$ cat src/rtl/c7bbiu_wr_ctrl.sv
// BIU write-channel controller: arbitrates single-beat 64-bit writes from the
// LSU and debug requesters, latches the winner, drives AXI AW and W
// independently until both handshake, caps writes awaiting a B response and
// routes each B response back to its requester by AXI ID.
module c7bbiu_wr_ctrl #(
    parameter logic [3:0] ID_LSU    = 4'h1,
    parameter logic [3:0] ID_DBG    = 4'h2,
    parameter int         MAX_OUTST = 2,
    parameter logic [2:0] AW_SIZE   = 3'b011
) (
    input  logic        clk,
    input  logic        resetn,
    // LSU requester
    input  logic        lsu_biu_wr_req,
    input  logic [31:0] lsu_biu_wr_addr,
    input  logic [63:0] lsu_biu_wr_data,
    input  logic [7:0]  lsu_biu_wr_strb,
    output logic        biu_lsu_wr_ack,
    output logic        biu_lsu_wr_done,
    // debug requester
    input  logic        dbg_biu_wr_req,
    input  logic [31:0] dbg_biu_wr_addr,
    input  logic [63:0] dbg_biu_wr_data,
    input  logic [7:0]  dbg_biu_wr_strb,
    output logic        biu_dbg_wr_ack,
    output logic        biu_dbg_wr_done,
    output logic [1:0]  biu_wr_resp,
    // AXI write address channel
    output logic        axi_aw_valid,
    input  logic        axi_aw_ready,
    output logic [3:0]  axi_aw_id,
    output logic [31:0] axi_aw_addr,
    output logic [7:0]  axi_aw_len,
    output logic [2:0]  axi_aw_size,
    output logic [1:0]  axi_aw_burst,
    // AXI write data channel
    output logic        axi_w_valid,
    input  logic        axi_w_ready,
    output logic [63:0] axi_w_data,
    output logic [7:0]  axi_w_strb,
    output logic        axi_w_last,
    // AXI write response channel
    input  logic        axi_b_valid,
    output logic        axi_b_ready,
    input  logic [3:0]  axi_b_id,
    input  logic [1:0]  axi_b_resp
);

    localparam int                 CNT_W   = $clog2(MAX_OUTST + 1);
    localparam logic [CNT_W-1:0]   CNT_MAX = CNT_W'(MAX_OUTST);
    localparam logic [CNT_W-1:0]   CNT_ONE = CNT_W'(1);

    typedef enum logic {
        IDLE = 1'b0,
        SEND = 1'b1
    } state_t;

    state_t           state_reg, state_next;
    logic             aw_pend_reg, aw_pend_next;
    logic             w_pend_reg, w_pend_next;
    logic             last_dbg_reg, last_dbg_next;   // 1: most recent grant went to DBG
    logic [CNT_W-1:0] outst_cnt_reg, outst_cnt_next;
    logic [3:0]       id_reg;
    logic [31:0]      addr_reg;
    logic [63:0]      data_reg;
    logic [7:0]       strb_reg;
    logic             b_ready_reg;

    logic             b_take;
    logic             slot_free;
    logic             grant_lsu;
    logic             grant_dbg;
    logic             grant;

    // A B beat only counts while something is outstanding; a counted B frees
    // its slot for a grant in the very same cycle.
    assign b_take    = axi_b_valid & b_ready_reg & (outst_cnt_reg != '0);
    assign slot_free = (outst_cnt_reg < CNT_MAX) | b_take;
    assign grant     = grant_lsu | grant_dbg;

    // State and pending-channel registers
    always_ff @(posedge clk or negedge resetn) begin
        if (!resetn) begin
            state_reg    <= IDLE;
            aw_pend_reg  <= 1'b0;
            w_pend_reg   <= 1'b0;
            last_dbg_reg <= 1'b1;
        end else begin
            state_reg    <= state_next;
            aw_pend_reg  <= aw_pend_next;
            w_pend_reg   <= w_pend_next;
            last_dbg_reg <= last_dbg_next;
        end
    end

    // Next state: arbitrate in IDLE, retire AW and W independently in SEND
    always_comb begin
        state_next    = state_reg;
        aw_pend_next  = aw_pend_reg;
        w_pend_next   = w_pend_reg;
        last_dbg_next = last_dbg_reg;
        grant_lsu     = 1'b0;
        grant_dbg     = 1'b0;
        case (state_reg)
            IDLE: begin
                // resetn gating keeps the combinational ack quiet while in reset
                if (resetn && slot_free) begin
                    if (lsu_biu_wr_req && (!dbg_biu_wr_req || last_dbg_reg)) begin
                        grant_lsu = 1'b1;
                    end else if (dbg_biu_wr_req) begin
                        grant_dbg = 1'b1;
                    end
                end
                if (grant_lsu || grant_dbg) begin
                    aw_pend_next  = 1'b1;
                    w_pend_next   = 1'b1;
                    last_dbg_next = grant_dbg;
                    state_next    = SEND;
                end
            end
            SEND: begin
                if (aw_pend_reg && axi_aw_ready) begin
                    aw_pend_next = 1'b0;
                end
                if (w_pend_reg && axi_w_ready) begin
                    w_pend_next = 1'b0;
                end
                if (!aw_pend_next && !w_pend_next) begin
                    state_next = IDLE;
                end
            end
            default: begin
                state_next = IDLE;
            end
        endcase
    end

    // Outstanding-write counter: a grant and a counted B in one cycle cancel
    always_comb begin
        outst_cnt_next = outst_cnt_reg;
        case ({grant, b_take})
            2'b10:   outst_cnt_next = outst_cnt_reg + CNT_ONE;
            2'b01:   outst_cnt_next = outst_cnt_reg - CNT_ONE;
            default: outst_cnt_next = outst_cnt_reg;
        endcase
    end

    // Counter and B-ready registers
    always_ff @(posedge clk or negedge resetn) begin
        if (!resetn) begin
            outst_cnt_reg <= '0;
            b_ready_reg   <= 1'b0;
        end else begin
            outst_cnt_reg <= outst_cnt_next;
            b_ready_reg   <= 1'b1;
        end
    end

    // Latch the winning request's payload; held stable until the next grant
    always_ff @(posedge clk or negedge resetn) begin
        if (!resetn) begin
            id_reg   <= '0;
            addr_reg <= '0;
            data_reg <= '0;
            strb_reg <= '0;
        end else if (grant_lsu) begin
            id_reg   <= ID_LSU;
            addr_reg <= lsu_biu_wr_addr;
            data_reg <= lsu_biu_wr_data;
            strb_reg <= lsu_biu_wr_strb;
        end else if (grant_dbg) begin
            id_reg   <= ID_DBG;
            addr_reg <= dbg_biu_wr_addr;
            data_reg <= dbg_biu_wr_data;
            strb_reg <= dbg_biu_wr_strb;
        end
    end

    assign biu_lsu_wr_ack  = grant_lsu;
    assign biu_dbg_wr_ack  = grant_dbg;
    assign biu_lsu_wr_done = b_take & (axi_b_id == ID_LSU);
    assign biu_dbg_wr_done = b_take & (axi_b_id == ID_DBG);
    assign biu_wr_resp     = (biu_lsu_wr_done | biu_dbg_wr_done) ? axi_b_resp : 2'b00;

    assign axi_aw_valid = aw_pend_reg;
    assign axi_aw_id    = id_reg;
    assign axi_aw_addr  = addr_reg;
    assign axi_aw_len   = 8'h00;
    assign axi_aw_size  = AW_SIZE;
    assign axi_aw_burst = 2'b01;

    assign axi_w_valid  = w_pend_reg;
    assign axi_w_data   = data_reg;
    assign axi_w_strb   = strb_reg;
    assign axi_w_last   = w_pend_reg;

    assign axi_b_ready  = b_ready_reg;

endmodule
$ cat config.mk
export PLATFORM = sky130hd
export DESIGN_NAME = c7bbiu_wr_ctrl
export DESIGN_NICKNAME = d
export VERILOG_FILES = /design/src/rtl/c7bbiu_wr_ctrl.sv
export SDC_FILE = /design/constraint.sdc
export NUM_CORES = 1
export LEC_CHECK = 0
export ABC_AREA = 1
export ABC_CLOCK_PERIOD_IN_PS = 2200
export BUFFER_PORTS_ARGS = -buffer_cell sky130_fd_sc_hd__buf_2
export CAP_MARGIN = 20
export CORE_AREA = 4 4 135 137
export CTS_CLUSTER_DIAMETER = 120
export DETAILED_ROUTE_END_ITERATION = 12
export DIE_AREA = 0 0 139 141
export GPL_ROUTABILITY_DRIVEN = 1
export PLACE_DENSITY = 0.76
export SYNTH_ARGS = -nofsm -noshare
export SYNTH_HDL_FRONTEND = slang
export SYNTH_SLANG_ARGS = --single-unit
$ cat constraint.sdc
create_clock -name clk -period 2.2 [get_ports clk]
set_input_delay 0.11 -clock clk [delete_from_list [all_inputs] [get_ports clk]]
set_output_delay 0.11 -clock clk [all_outputs]
set_load 0.01 [all_outputs]
==> impl_metrics.json <==
{
  "area_delta_synth_final_pct": 51.97,
  "yosysSeqAreaShare_pct": 44.65,
  "outcome": "complete, no violations",
  "critPathCaptureType": "register",
  "grt.busiest_layer": "met2",
  "cts_tree": "built",
  "setup_tns_ns": 0,
  "clk_latency_ns": 0.41,
  "fp.dieW_um": 139,
  "fmax_mhz": 517.2,
  "die-area_um2": 19600,
  "clk_path_buf_depth": 2,
  "io_buffers": 336,
  "crit_slowest_cell": "dfstp_2",
  "start_kind": "register",
  "synth.distinct_cells": 24,
  "skew_ns": 0.01051,
  "grt_pass1_vias": 6599,
  "numCtsBuffers": 17,
  "num_vias": 7011,
  "netlist_instances": 951,
  "core-area_um2": 17060,
  "drv_slew": 0,
  "grt_max_degree": 109,
  "syn_area_um2": 6336,
  "postCtsSetupBuffers": 0,
  "path_buf_inv": 4,
  "grt_use_total_pct": 20.05,
  "finalHoldViolations": 0,
  "arrival_ns": 2.22,
  "start_util_pct": 37.15,
  "yosys_warnings": 0,
  "path_cells": "inv_1 > a21boi_2 > nand3_4 > nand2_1 > clkinv_2 > buf_4 > buf_16 > nand2_1 > nand2_1",
  "syn_area_per_cell_um2": 6.663,
  "std_cell_rows": 48,
  "critPathTopFamily": "buffers and inverters",
  "die_h_um": 141,
  "worstPathRequired_ns": 2.48,
  "gp_congestion": 0.9416,
  "critical_path.max_fanout": 63,
  "drcViolationCount": 0,
  "rsz0062_at_grt": "false",
  "h-tree-depth": 4,
  "path_clk_slew_ns": 0.06,
  "p_per_area_nw_per_um2": 1125,
  "grt_pass1_wl_mm": 32.31,
  "cpPeakStageDelay_ns": 0.52,
  "fin_crit_sh_pct": 87.88,
  "vias_per_cell": 4.385,
  "hp-class": "in -> reg",
  "grt_util_met3_pct": 5.665,
  "wl_per_cell_um": 12.83,
  "ys_ff_latch": 113,
  "setup_viol": 0,
  "irDropWorstVdd_v": 0.0005725,
  "finalCriticalPeriod_ns": 1.933,
  "p_leak_nw": 5.908,
  "drtIter0Drc": 368,
  "worstMarginPinSlew_ns": 0.7832,
  "slew_headroom_pct": 47.78,
  "nets": 1582,
  "use_met1_pct": 24.15,
  "grt-ovfl-total": 0,
  "wl_mm": 20.52,
  "numClockSinks": 113,
  "ant_nets": 0,
  "final_layout_size_suffix_gt1_share_pct": 28.04,
  "hpwl_mm": 13.19,
  "hold_slack_ns": 0.01419,
  "cap_viol_max_count": 0,
  "ios": 352,
  "grtUsageMet2_pct": 33.39,
  "crit_type": "reg -> reg",
  "cts_root_buf": "clkbuf_16",
  "drt-pass1-iter-count": 6,
  "largest_register_ff_count": 64,
  "crit_path_frequent_cell": "nand2_1",
  "antenna_found_initial": 1
}
routing by layer:
layer / part of all wire [%] / wire length, µm
met1: 39 / 8027
met2: 49 / 9970
met3: 8.6 / 1762
met4: 3.6 / 741
met5: 0.063 / 13
cell type report:
class	instances	area (µm²)
diodes	1	2.502
well taps	225	281.5
clock buffers	19	442.9
multi-input cells	573	2371
repair buffers	436	2718
flip-flops and latches	113	2829
fillers	1481	7427
inverters	219	824.5
clock inverters	13	160.2
cells by family after synthesis:
kind of cell	share of synthesized area, %
and+or+nand+nor	26.72
adders and majority gates	0.1974
DFF	44.65
xor gates and xnor gates	0.2765
other	0.1185
AOI/OAI and AO/OA	9.281
buffers and inverters	18.76
synthesized netlist by cell type, drive strengths merged:
| cell type | count | area share, % |
|---|---|---|
| a21boi | 3 | 0.41 |
| xnor2 | 2 | 0.28 |
| dfstp | 1 | 0.41 |
| ha | 1 | 0.20 |
| inv | 219 | 13 |
| buf | 44 | 4.8 |
| nand4 | 2 | 0.43 |
| nand3 | 2 | 0.36 |
| o21ai | 108 | 8.5 |
| dfrtp | 112 | 44 |
| nor2 | 7 | 0.41 |
| conb | 2 | 0.12 |
| clkbuf | 16 | 0.95 |
| nand2 | 430 | 26 |
| a21oi | 2 | 0.34 |
worst min-delay path: cells and delay by family:
kind          cells  cell delay (ns)
simple gates      3             0.16
buf+inv           2             0.10
final timing paths:
check | slack [ns] | cells past startpoint | start | end
max | 0.27 | 9 | last_dbg_reg | axi_w_data[12]
min | 0.01 | 5 | lsu_biu_wr_addr[26] | axi_aw_addr[26]
max reg2reg | 0.27 | 9 | last_dbg_reg | axi_w_data[12]
min reg2reg | 0.47 | 2 | axi_w_data[15] | axi_w_data[15]
max in group asynchronous | 0.50 | 4 | resetn | axi_w_data[17]
min in group asynchronous | 0.10 | 2 | resetn | outst_cnt_reg[0]
layout by cell type (no fill, tap or decap), types with 3 or more instances in the layout:
master,Yosys,layout
bufinv_16,0,3
o21ai_1,19,19
clkinv_2,0,6
dfrtp_1,112,112
inv_1,215,215
buf_2,20,335
buf_4,17,4
conb_1,2,16
nor2_1,7,7
clkbuf_16,0,17
o21ai_0,89,89
dlygate4sd3_1,0,92
nand2_1,429,429
where the power goes:
part	internal, mW	switching [mW]	total, mW
sequential	3.16	0.599	3.75
clock	1.81	0.971	2.78
combinational	1.73	2.57	4.30
stage by stage:
step | utilization [%] | total power [mW] | cell area (µm²) | setup slack [ns] | std cells
6_report | 56.46 | 10.84 | 9629 | 0.2667 | 1599
5_1_grt | 56.44 | 11.66 | 9627 | 0.1688 | 1598
3_3_place_gp | 47.30 | 7.795 | 8068 | 0.2650 | 1473
3_5_place_dp | 47.30 | 7.912 | 8068 | 0.2009 | 1473
4_1_cts | 56.24 | 10.88 | 9592 | 0.1878 | 1597
2_1_floorplan | - | 6.105 | 6389 | 0.2853 | 965
repair_timing:
action                                  in CTS  in global routing
gates resized for setup                      0                  2
hold buffers                                92                  0
endpoints found under the setup margin       0                  1
hold endpoints to repair                   142                  0
No activity file was read; power rests on OpenSTA's default activity.
